`src/rtl/latch_bank_arbiter.sv`:
```
// latch_bank_arbiter: round-robin sharing of one transparent D-latch register.
// Optional readback compare of latch Q enabled by LATCH_READBACK_CHECK_EN.
module latch_bank_arbiter #(
  parameter int NUM_REQ   = 4,
  parameter int DATA_W    = 8,
  parameter int SETUP_CYC = 1,
  parameter int OPEN_CYC  = 2,
  parameter int HOLD_CYC  = 1,
  parameter int CNT_W     = 4
) (
  input  logic                      clk_in,
  input  logic                      rst_n_in,
  input  logic [NUM_REQ-1:0]        req_in,
  input  logic [NUM_REQ*DATA_W-1:0] data_in,
`ifdef LATCH_READBACK_CHECK_EN
  input  logic [DATA_W-1:0]         lat_q_in,
  output logic                      err_out,
`endif
  output logic [NUM_REQ-1:0]        ack_out,
  output logic [DATA_W-1:0]         lat_d_out,
  output logic                      lat_en_out,
  output logic                      busy_out,
  output logic [2:0]                grant_id_out
);

  typedef enum logic [2:0] {
    IDLE,
    SETUP,
    OPEN,
    HOLD,
    ACK
  } state_t;

  localparam logic [CNT_W-1:0] SETUP_LD = CNT_W'(SETUP_CYC - 1);
  localparam logic [CNT_W-1:0] OPEN_LD  = CNT_W'(OPEN_CYC - 1);
  localparam logic [CNT_W-1:0] HOLD_LD  = CNT_W'(HOLD_CYC - 1);
  localparam logic [2:0]       LAST_ID  = 3'(NUM_REQ - 1);

  state_t           state;
  state_t           state_n;
  logic [CNT_W-1:0] cnt;
  logic [CNT_W-1:0] cnt_n;
  logic [2:0]       ptr;
  logic [2:0]       ptr_n;
  logic [2:0]       win;
  logic             found;
  logic [3:0]       idx;
  logic [7:0]       req_pad;

  assign req_pad = 8'(req_in);

  // first requesting index at or after ptr, wrapping
  always_comb begin
    found = 1'b0;
    win   = '0;
    idx   = '0;
    for (int k = 0; k < NUM_REQ; k++) begin
      idx = 4'(ptr) + 4'(k);
      if (idx >= 4'(NUM_REQ)) idx = idx - 4'(NUM_REQ);
      if (!found && req_pad[idx[2:0]]) begin
        found = 1'b1;
        win   = idx[2:0];
      end
    end
  end

  always_comb begin
    state_n = state;
    cnt_n   = cnt;
    ptr_n   = ptr;
    unique case (state)
      IDLE: begin
        if (found) begin
          state_n = SETUP;
          cnt_n   = SETUP_LD;
          ptr_n   = (win == LAST_ID) ? 3'd0 : win + 3'd1;
        end
      end
      SETUP: begin
        if (cnt == '0) begin
          state_n = OPEN;
          cnt_n   = OPEN_LD;
        end else begin
          cnt_n = cnt - 1'b1;
        end
      end
      OPEN: begin
        if (cnt == '0) begin
          state_n = HOLD;
          cnt_n   = HOLD_LD;
        end else begin
          cnt_n = cnt - 1'b1;
        end
      end
      HOLD: begin
        if (cnt == '0) state_n = ACK;
        else cnt_n = cnt - 1'b1;
      end
      ACK:     state_n = IDLE;
      default: state_n = IDLE;
    endcase
  end

  // outputs are registered from the next state so they settle with it
  always_ff @(posedge clk_in or negedge rst_n_in) begin
    if (!rst_n_in) begin
      state        <= IDLE;
      cnt          <= '0;
      ptr          <= '0;
      lat_en_out   <= 1'b0;
      lat_d_out    <= '0;
      ack_out      <= '0;
      busy_out     <= 1'b0;
      grant_id_out <= '0;
    end else begin
      state      <= state_n;
      cnt        <= cnt_n;
      ptr        <= ptr_n;
      lat_en_out <= (state_n == OPEN);
      busy_out   <= (state_n != IDLE);
      ack_out    <= (state_n == ACK) ?
                    (NUM_REQ'(1) << grant_id_out) : '0;
      if (state == IDLE && found) begin
        lat_d_out    <= data_in[int'(win)*DATA_W +: DATA_W];
        grant_id_out <= win;
      end
    end
  end

`ifdef LATCH_READBACK_CHECK_EN
  // Q is settled during HOLD, so compare as ACK is entered
  always_ff @(posedge clk_in or negedge rst_n_in) begin
    if (!rst_n_in) begin
      err_out <= 1'b0;
    end else if (state_n == ACK && lat_q_in != lat_d_out) begin
      err_out <= 1'b1;
    end
  end
`endif

endmodule

```
`config.mk`:
```
export PLATFORM = sky130hd
export DESIGN_NAME = latch_bank_arbiter
export DESIGN_NICKNAME = d
export VERILOG_FILES = /design/src/rtl/latch_bank_arbiter.sv
export SDC_FILE = /design/constraint.sdc
export NUM_CORES = 1
export LEC_CHECK = 0
export BUFFER_PORTS_ARGS = -buffer_cell sky130_fd_sc_hd__buf_2
export CAP_MARGIN = 20
export CORE_ASPECT_RATIO = 1.75
export CORE_UTILIZATION = 52
export DETAILED_ROUTE_END_ITERATION = 12
export PLACE_DENSITY = 0.84
export SETUP_SLACK_MARGIN = 0.05
export SYNTH_ARGS = -nofsm -noshare
export SYNTH_HDL_FRONTEND = slang
export SYNTH_SLANG_ARGS = --single-unit
```
`constraint.sdc`:
```
create_clock -name clk_in -period 2.9 [get_ports clk_in]
set_input_delay 0.29 -clock clk_in [delete_from_list [all_inputs] [get_ports clk_in]]
set_output_delay 0.29 -clock clk_in [all_outputs]
set_load 0.005 [all_outputs]
```
==> results.cfg, run 1 <==
[status]
result_of_the_run = finished, final reports clean

[placed_design]
dp_cells = 299
dp.final_hpwl_um = 3316
port_buffers = 54
routabilityCongestion = 0.8267

[yosys]
ys_async_sr_fraction_pct = 100.0
synth.lib_cells_used.distinct = 54
synth.net_count = 247
synth_register_bits = 27
synthDominantCellAreaShare_pct = 36.49
synthesis.area_per_instance_um2 = 9.077
yosys-mux-area-fraction_pct = 3.311
synthesis.yosys.warnings = 0
arithmetic_cell_share_of_the_synthesized_area_counting_full_adders_half_adders_and_majority_gates_pct = 3.378
yosys.area.top_type = dfrtp_1
synthCells = 204
syn_area_um2 = 1852
synth_ff_type = dfrtp_1
synthSimpleGateAreaFrac_pct = 25.20
synth_compound_area_share_pct = 26.08
synthXorXnorAreaFrac_pct = 0
synth_top_family_by_area = compound AO/OA/AOI/OAI gates
cell_types_occupying_the_most_area_after_synthesis = dfrtp_1, nand3_1, a21o_1, nor2_1, o21ai_0
number_of_flops_mapped_to_enable_cells_by_yosys = 0
seq_area_frac_synth_pct = 36.49

[setup_path]
worstPathArrival_ns = 2.82
setup.worst_path.end_class = flop
critical_path.startpoint_type = flop
timing.setup.critical_path_class = flop to flop
required_ns = 3.06
worst_r2r_path_depth = 9
worst-path-max-fanout = 10

[clock_tree]
tritoncts_clock_tree = done
cts_sinks = 27
numCtsBuffers = 3
cts_buffer_depth = 2
cts.clk_slew.worst_paths_ns = 0.09
clkLatencyLatePin_ns = 0.27
cts_hold_buffers = 0
post_cts_buffers = 0
htreeDepth = 1
ctsRootBufferMaster = clkbuf_8

[timing]
fmaxAchievable_ghz = 0.3759
worst_hold_slack_ns = 0.01219
max-slew-margin-rel_pct = 61.21
layout_min_cycle_time_ns = 2.661
finalHoldViolCount = 0
min_period_over_period_pct = 91.75
max_slew_violation_total_from_the_final_report = 0
setup_total_negative_slack_ns = 0
final-setup-viol-count = 0
tightestPinTransition_ns = 0.5818
final.setup_skew_ns = 0.005179
grt_setup_unrepaired = no

[global_route]
overflow_left_after_global_routing = 0
globalRouteTotalUtil_pct = 23.00
largest_net_degree_at_the_start_of_global_routing = 28
grt_antenna_before_repair = 0
global_route_wire_length_before_repair_um = 6458
vias_in_the_first_global_route = 1590

[final_layout]
drive_above_1_share_pct = 32.17
flow.area_growth_from_synthesis_pct = 20.61
multiInputGateArea_um2 = 1081
diodes = 0
fillerInstances = 309
stdcell_count = 303
register_area_um2 = 675.6
design.final.nets = 302

[die]
core.rowCount = 28
floorplan.die.width_um = 47.11
die_h_um = 80.95
core_area_um2 = 3398
initial_utilization_pct = 54.49
floorplan.io_pins = 55
floorplan.die_area_um2 = 3813

[power]
share_comb_of_total_power_pct = 66.6
leakage_power_summed_over_all_cells_nw = 1.060
ir_worst_vdd_mv = 0.6018
net-switching-power_mw = 1.211
clock_share_of_power_pct = 8.2
report.power.total_mw = 2.578
powerDensity_nw_per_um2 = 1154
intPower_mw = 1.367
sequential_share_of_power_pct = 25.1
power.switching_fraction_pct = 46.97

[flow_run]
timing.max_cap.violations = 0

[drt]
vias_per_cell = 5.858
vias = 1775
route.final.wire_length_um = 4308
route.detailed.drc = 0
number_of_nets_with_antenna_violations_after_routing = 0
drt_pass1_iterations = 4
drt-wirelength-per-cell_um = 14.22
drt-initial-drc-count = 53

[hold_path]
hold_path_class = input pin to asynchronous set/reset pin
[power by group through the flow]
stage	logic [mW]	registers, mW	clock network, mW
2_1_floorplan	1.29	0.623	0
3_3_place_gp	1.64	0.650	0
3_5_place_dp	1.69	0.654	0
4_1_cts	1.71	0.648	0.218
5_1_grt	1.89	0.672	0.229
6_report	1.72	0.648	0.212
[layer usage]
layer	vias to the layer above	track usage [%]	wire length (um)
met5	-	0	0
met4	0	8.857	72
met3	8	3.111	180
met2	53	42.22	2377
met1	850	25.07	1677
li1	864	-	-
[registers in the layout, indices dropped and copies added (netlist names)]
register,count
state,3
ack_out,4
busy_out,1
cnt,4
ptr,3
lat_d_out,8
lat_en_out,1
grant_id_out,3
[critical path, stage by stage, from the launching register on]
cell and delay [ns]:
dfrtp_1 0.36, clkinv_1 0.09, ha_1 0.40, buf_4 0.21, mux2i_1 0.19, mux2i_1 0.14, a221oi_4 0.42, a31oi_1 0.25
nand2_1 0.16, mux2_2 0.33
[cell families (layout without fill, tap and decap cells)]
| kind of cell | after synthesis | in the layout |
|---|---|---|
| buf+inv | 21 | 75 |
| mux | 6 | 6 |
| flops | 27 | 27 |
| simple gates | 86 | 86 |
| compound gates | 59 | 59 |
| fa+ha+maj | 5 | 5 |
[layout make-up]
class                      instances  share of cell area [%]
clock buffer                       3                   1.849
clock inverter                     1                  0.3361
sequential                        27                   30.25
timing repair buffer              64                   15.46
tap                               45                   2.521
multi-input combinational        156                   48.40
inverter                           7                   1.176
[final timing paths]
path	from	end	slack [ns]
max in group asynchronous	rst_n_in	state[2]$_DFF_PN0_	2.50
hold reg to reg	cnt[3]$_DFFE_PN0P_	cnt[3]$_DFFE_PN0P_	0.52
setup / recovery	ptr[1]$_DFFE_PN0P_	cnt[1]$_DFFE_PN0P_	0.24
hold / removal	rst_n_in	cnt[3]$_DFFE_PN0P_	0.01
min in group clk_in	data_in[8]	lat_d_out[0]$_DFFE_PN0P_	0.31
setup reg to reg	ptr[1]$_DFFE_PN0P_	cnt[1]$_DFFE_PN0P_	0.24
[cells in the mapped netlist (2+ instances only)]
cell type  number
nand2_1         6
nor3b_1         2
and3b_1         3
nor3_1          5
or3_1           2
a21oi_1         8
clkbuf_1        7
a41oi_2         4
nor2_1         20
inv_1           5
dfrtp_1        27
buf_6           2
a41oi_1         4
buf_2           4
a211o_1         2
o21a_1          2
nand3_1        26
mux2i_1         5
o21ai_0        14
nor2b_1         2
nand3b_1        3
a21o_1         10
ha_1            5
nand2b_1        6
[layout by cell type, fill, tap and decap left out, drive strengths merged, types with 2 or more instances in the layout]
master,instances
or3,2
and2,2
mux2i,5
o21a,2
nor2b,2
inv,6
a21o,10
nand3,26
dfrtp,27
nand3b,3
a211o,2
nor3b,2
nor2,20
and3b,3
nor3,5
nand2b,6
a41oi,8
a21oi,9
ha,5
clkbuf,3
o21ai,15
buf,64
nand2,6
[timing repair]
item | 4_1_cts | 5_1_grt
endpoints found under the setup margin | 2 | 1
gates resized for setup | 1 | 1
cloned | 0 | 0
[metrics by stage]
| stage | instance area, um2 | setup WS (ns) | util, % |
|---|---|---|---|
| CTS | 2228 | 0.2192 | 65.57 |
| detailed placement | 2177 | 0.02710 | 64.06 |
| global placement | 2177 | 0.1419 | 64.06 |
| floorplan | 1852 | 0.2610 | - |
| finish | 2233 | 0.2394 | 65.72 |
| global route | 2233 | 0.08486 | 65.72 |
No activity file was read; power rests on OpenSTA's default activity.
==> run 2, diff against run 1 <==
--- a/config.mk
+++ b/config.mk
@@ -8,9 +8,9 @@
 export BUFFER_PORTS_ARGS = -buffer_cell sky130_fd_sc_hd__buf_2
 export CAP_MARGIN = 20
 export CORE_ASPECT_RATIO = 1.75
-export CORE_UTILIZATION = 52
+export CORE_UTILIZATION = 47
 export DETAILED_ROUTE_END_ITERATION = 12
-export PLACE_DENSITY = 0.84
+export PLACE_DENSITY = 0.81
 export SETUP_SLACK_MARGIN = 0.05
 export SYNTH_ARGS = -nofsm -noshare
 export SYNTH_HDL_FRONTEND = slang
==> constraint.sdc (replaced) <==
create_clock -name clk_in -period 2.3 [get_ports clk_in]
set_input_delay 0.115 -clock clk_in [delete_from_list [all_inputs] [get_ports clk_in]]
set_output_delay 0.115 -clock clk_in [all_outputs]
set_load 0.005 [all_outputs]
==> results.cfg, run 2 (synthesis results as in run 1) <==
[die]
floorplan.die.width_um = 49.45
core.rowCount = 29
floorplan.die_area_um2 = 4205
floorplan.io_pins = 55
die_h_um = 85.04
core_area_um2 = 3701
initial_utilization_pct = 50.03

[final_layout]
top_regs = lat_d_out (8), ack_out (4), cnt (4)
layout_common_cells = buf_2, dfrtp_1, nand3_1
final_common_cell = buf_2
final_core_util_pct = 65.89
final_design_area_no_fill_um2 = 2439
diodes = 0
design.final.nets = 313
flow.area_growth_from_synthesis_pct = 31.69
largest_register_ffs = 8
largest-register = lat_d_out
drive_above_1_share_pct = 39.03
fillerInstances = 333

[setup_path]
critical_path.startpoint_type = flop
cp_top_family = buffers and inverters
worst_r2r_path_depth = 11
timing.setup.critical_path_class = flop to flop
reg2reg_from = ptr[1]$_DFFE_PN0P_
reg2reg_setup_slack_ns = -0.07
crit_top_cell = buf_12
worst-path-max-fanout = 13
worstPathArrival_ns = 2.54
timing.rr.end = lat_d_out[3]$_DFFE_PN0P_
slowest_delay_ns = 0.42
crit_chain = clkinv_2, ha_4, mux2i_2, mux2i_1, a221oi_4, buf_12, a2111oi_4, buf_4, buf_12, nor2_1, a41oi_2
required_ns = 2.46
setup.worst_path.end_class = flop
cpMaxStageDelayCell = a221oi_4
wp_buf_inv = 4

[timing]
max_slew_violation_total_from_the_final_report = 0
tightestPinTransition_ns = 0.6156
setup_total_negative_slack_ns = -0.6175
worst_hold_slack_ns = 0.1248
final-setup-viol-count = 14
finalHoldViolCount = 0
max-slew-margin-rel_pct = 58.96
final.setup_skew_ns = 0.006344
fmaxAchievable_ghz = 0.4216
grt_setup_unrepaired = yes
layout_setup_ws_ns = -0.07165
layout_min_cycle_time_ns = 2.372
min_period_over_period_pct = 103.1

[clock_tree]
cts_buffer_depth = 2
clkLatencyLatePin_ns = 0.29
htreeDepth = 1
cts_sinks = 27
ctsRootBufferMaster = clkbuf_8
numCtsBuffers = 3
tritoncts_clock_tree = done
cts.clk_slew.worst_paths_ns = 0.10

[drt]
vias_per_cell = 6.006
vias = 1892
drt-initial-drc-count = 115
drt_pass1_iterations = 4
drt-wirelength-per-cell_um = 16.87
number_of_nets_with_antenna_violations_after_routing = 0
route.final.wire_length_um = 5315
route.detailed.drc = 0

[placed_design]
port_buffers = 54
dp.final_hpwl_um = 3885
dpl_cell_area_um2 = 2290
routabilityCongestion = 0.8552

[global_route]
largest_net_degree_at_the_start_of_global_routing = 28
grt_antenna_before_repair = 0
globalRouteTotalUtil_pct = 25.06
overflow_left_after_global_routing = 0
grt_use_met1_pct = 28.39
met3_track_utilization_from_global_routing_pct = 1.792
vias_in_the_first_global_route = 1815
global_route.usage.met2_pct = 47.20
grt_busiest_layer = met2
global_route_wire_length_before_repair_um = 8100

[hold_path]
min-delay-start = data_in[9]
hold_path_class = input pin to flop
hold_path_depth = 3
holdPathEnd = lat_d_out[1]$_DFFE_PN0P_

[flow_run]
timing.max_cap.violations = 0

[power]
powerDensity_nw_per_um2 = 1538
leakage_power_summed_over_all_cells_nw = 1.131
ir_worst_vdd_mv = 0.7985

[status]
result_of_the_run = finished, violations left
failing_checks = setup timing
## run 2: cell count changes in the layout (fill, tap and decap cells not counted), moves of 2 or more
| cell | change |
|---|---|
| nor2_2 | +4 |
| nor2_1 | -3 |
| buf_4 | +6 |
| a41oi_1 | -3 |
| a41oi_2 | +3 |
| buf_12 | +2 |
## run 2: metal layers
| metal | part of all wire (%) | wire length, um |
|---|---|---|
| met1 | 38 | 2027 |
| met2 | 55 | 2944 |
| met3 | 4.0 | 212 |
| met4 | 2.4 | 130 |
| met5 | 0 | 0 |
## run 2: metrics by stage
| step | setup WS [ns] | total power, mW | instances |
|---|---|---|---|
| 2_1_floorplan | -0.1258 | 2.574 | 204 |
| 3_3_place_gp | 0.06503 | 3.132 | 306 |
| 3_5_place_dp | -0.008677 | 3.230 | 306 |
| 4_1_cts | -0.03152 | 3.549 | 312 |
| 5_1_grt | -0.1667 | 4.001 | 315 |
| 6_report | -0.07165 | 3.751 | 315 |
## run 2: power breakdown
| group | total (mW) | internal (mW) | leakage, nW | switching [mW] |
|---|---|---|---|---|
| logic | 2.62 | 1.22 | 0.778 | 1.40 |
| registers | 0.837 | 0.665 | 0.331 | 0.173 |
| clock network | 0.291 | 0.124 | 0.0217 | 0.168 |
| total | 3.75 | 2.01 | 1.13 | 1.74 |
## run 2: tightest hold or removal path: stages
cell     delay, ns
buf_2         0.10
nand3_1       0.06
a41oi_1       0.10
## run 2: repair_timing
action | 4_1_cts | 5_1_grt
hold buffers | 1 | 0
gates cloned | 0 | 1
setup buffers | 1 | 2
endpoints found under the hold margin | 27 | 0
setup endpoints to repair | 14 | 21
pin swaps | 1 | 3
gates resized for setup | 1 | 7
## run 2: worst max-delay path by stage
stage / start / to / slack, ns / cells past startpoint
finish: ptr[1]$_DFFE_PN0P_ / lat_d_out[3]$_DFFE_PN0P_ / -0.07 / 11
global placement: ptr[1]$_DFFE_PN0P_ / cnt[1]$_DFFE_PN0P_ / 0.07 / 8
detailed placement: ptr[1]$_DFFE_PN0P_ / lat_d_out[0]$_DFFE_PN0P_ / -0.009 / 9
global route: ptr[1]$_DFFE_PN0P_ / lat_d_out[1]$_DFFE_PN0P_ / -0.17 / 11
CTS: ptr[1]$_DFFE_PN0P_ / lat_d_out[0]$_DFFE_PN0P_ / -0.03 / 9
floorplan: ptr[1]$_DFFE_PN0P_ / lat_d_out[3]$_DFFE_PN0P_ / -0.13 / 10
## run 2: layout make-up
cell class / count / area [um2] / area share, %
multi-input combinational: 156 / 1152 / 47.26
sequential: 27 / 675.6 / 27.71
timing repair buffer: 75 / 476.7 / 19.55
tap: 46 / 57.56 / 2.360
clock buffer: 3 / 41.29 / 1.693
inverter: 7 / 27.53 / 1.129
clock inverter: 1 / 7.507 / 0.3079
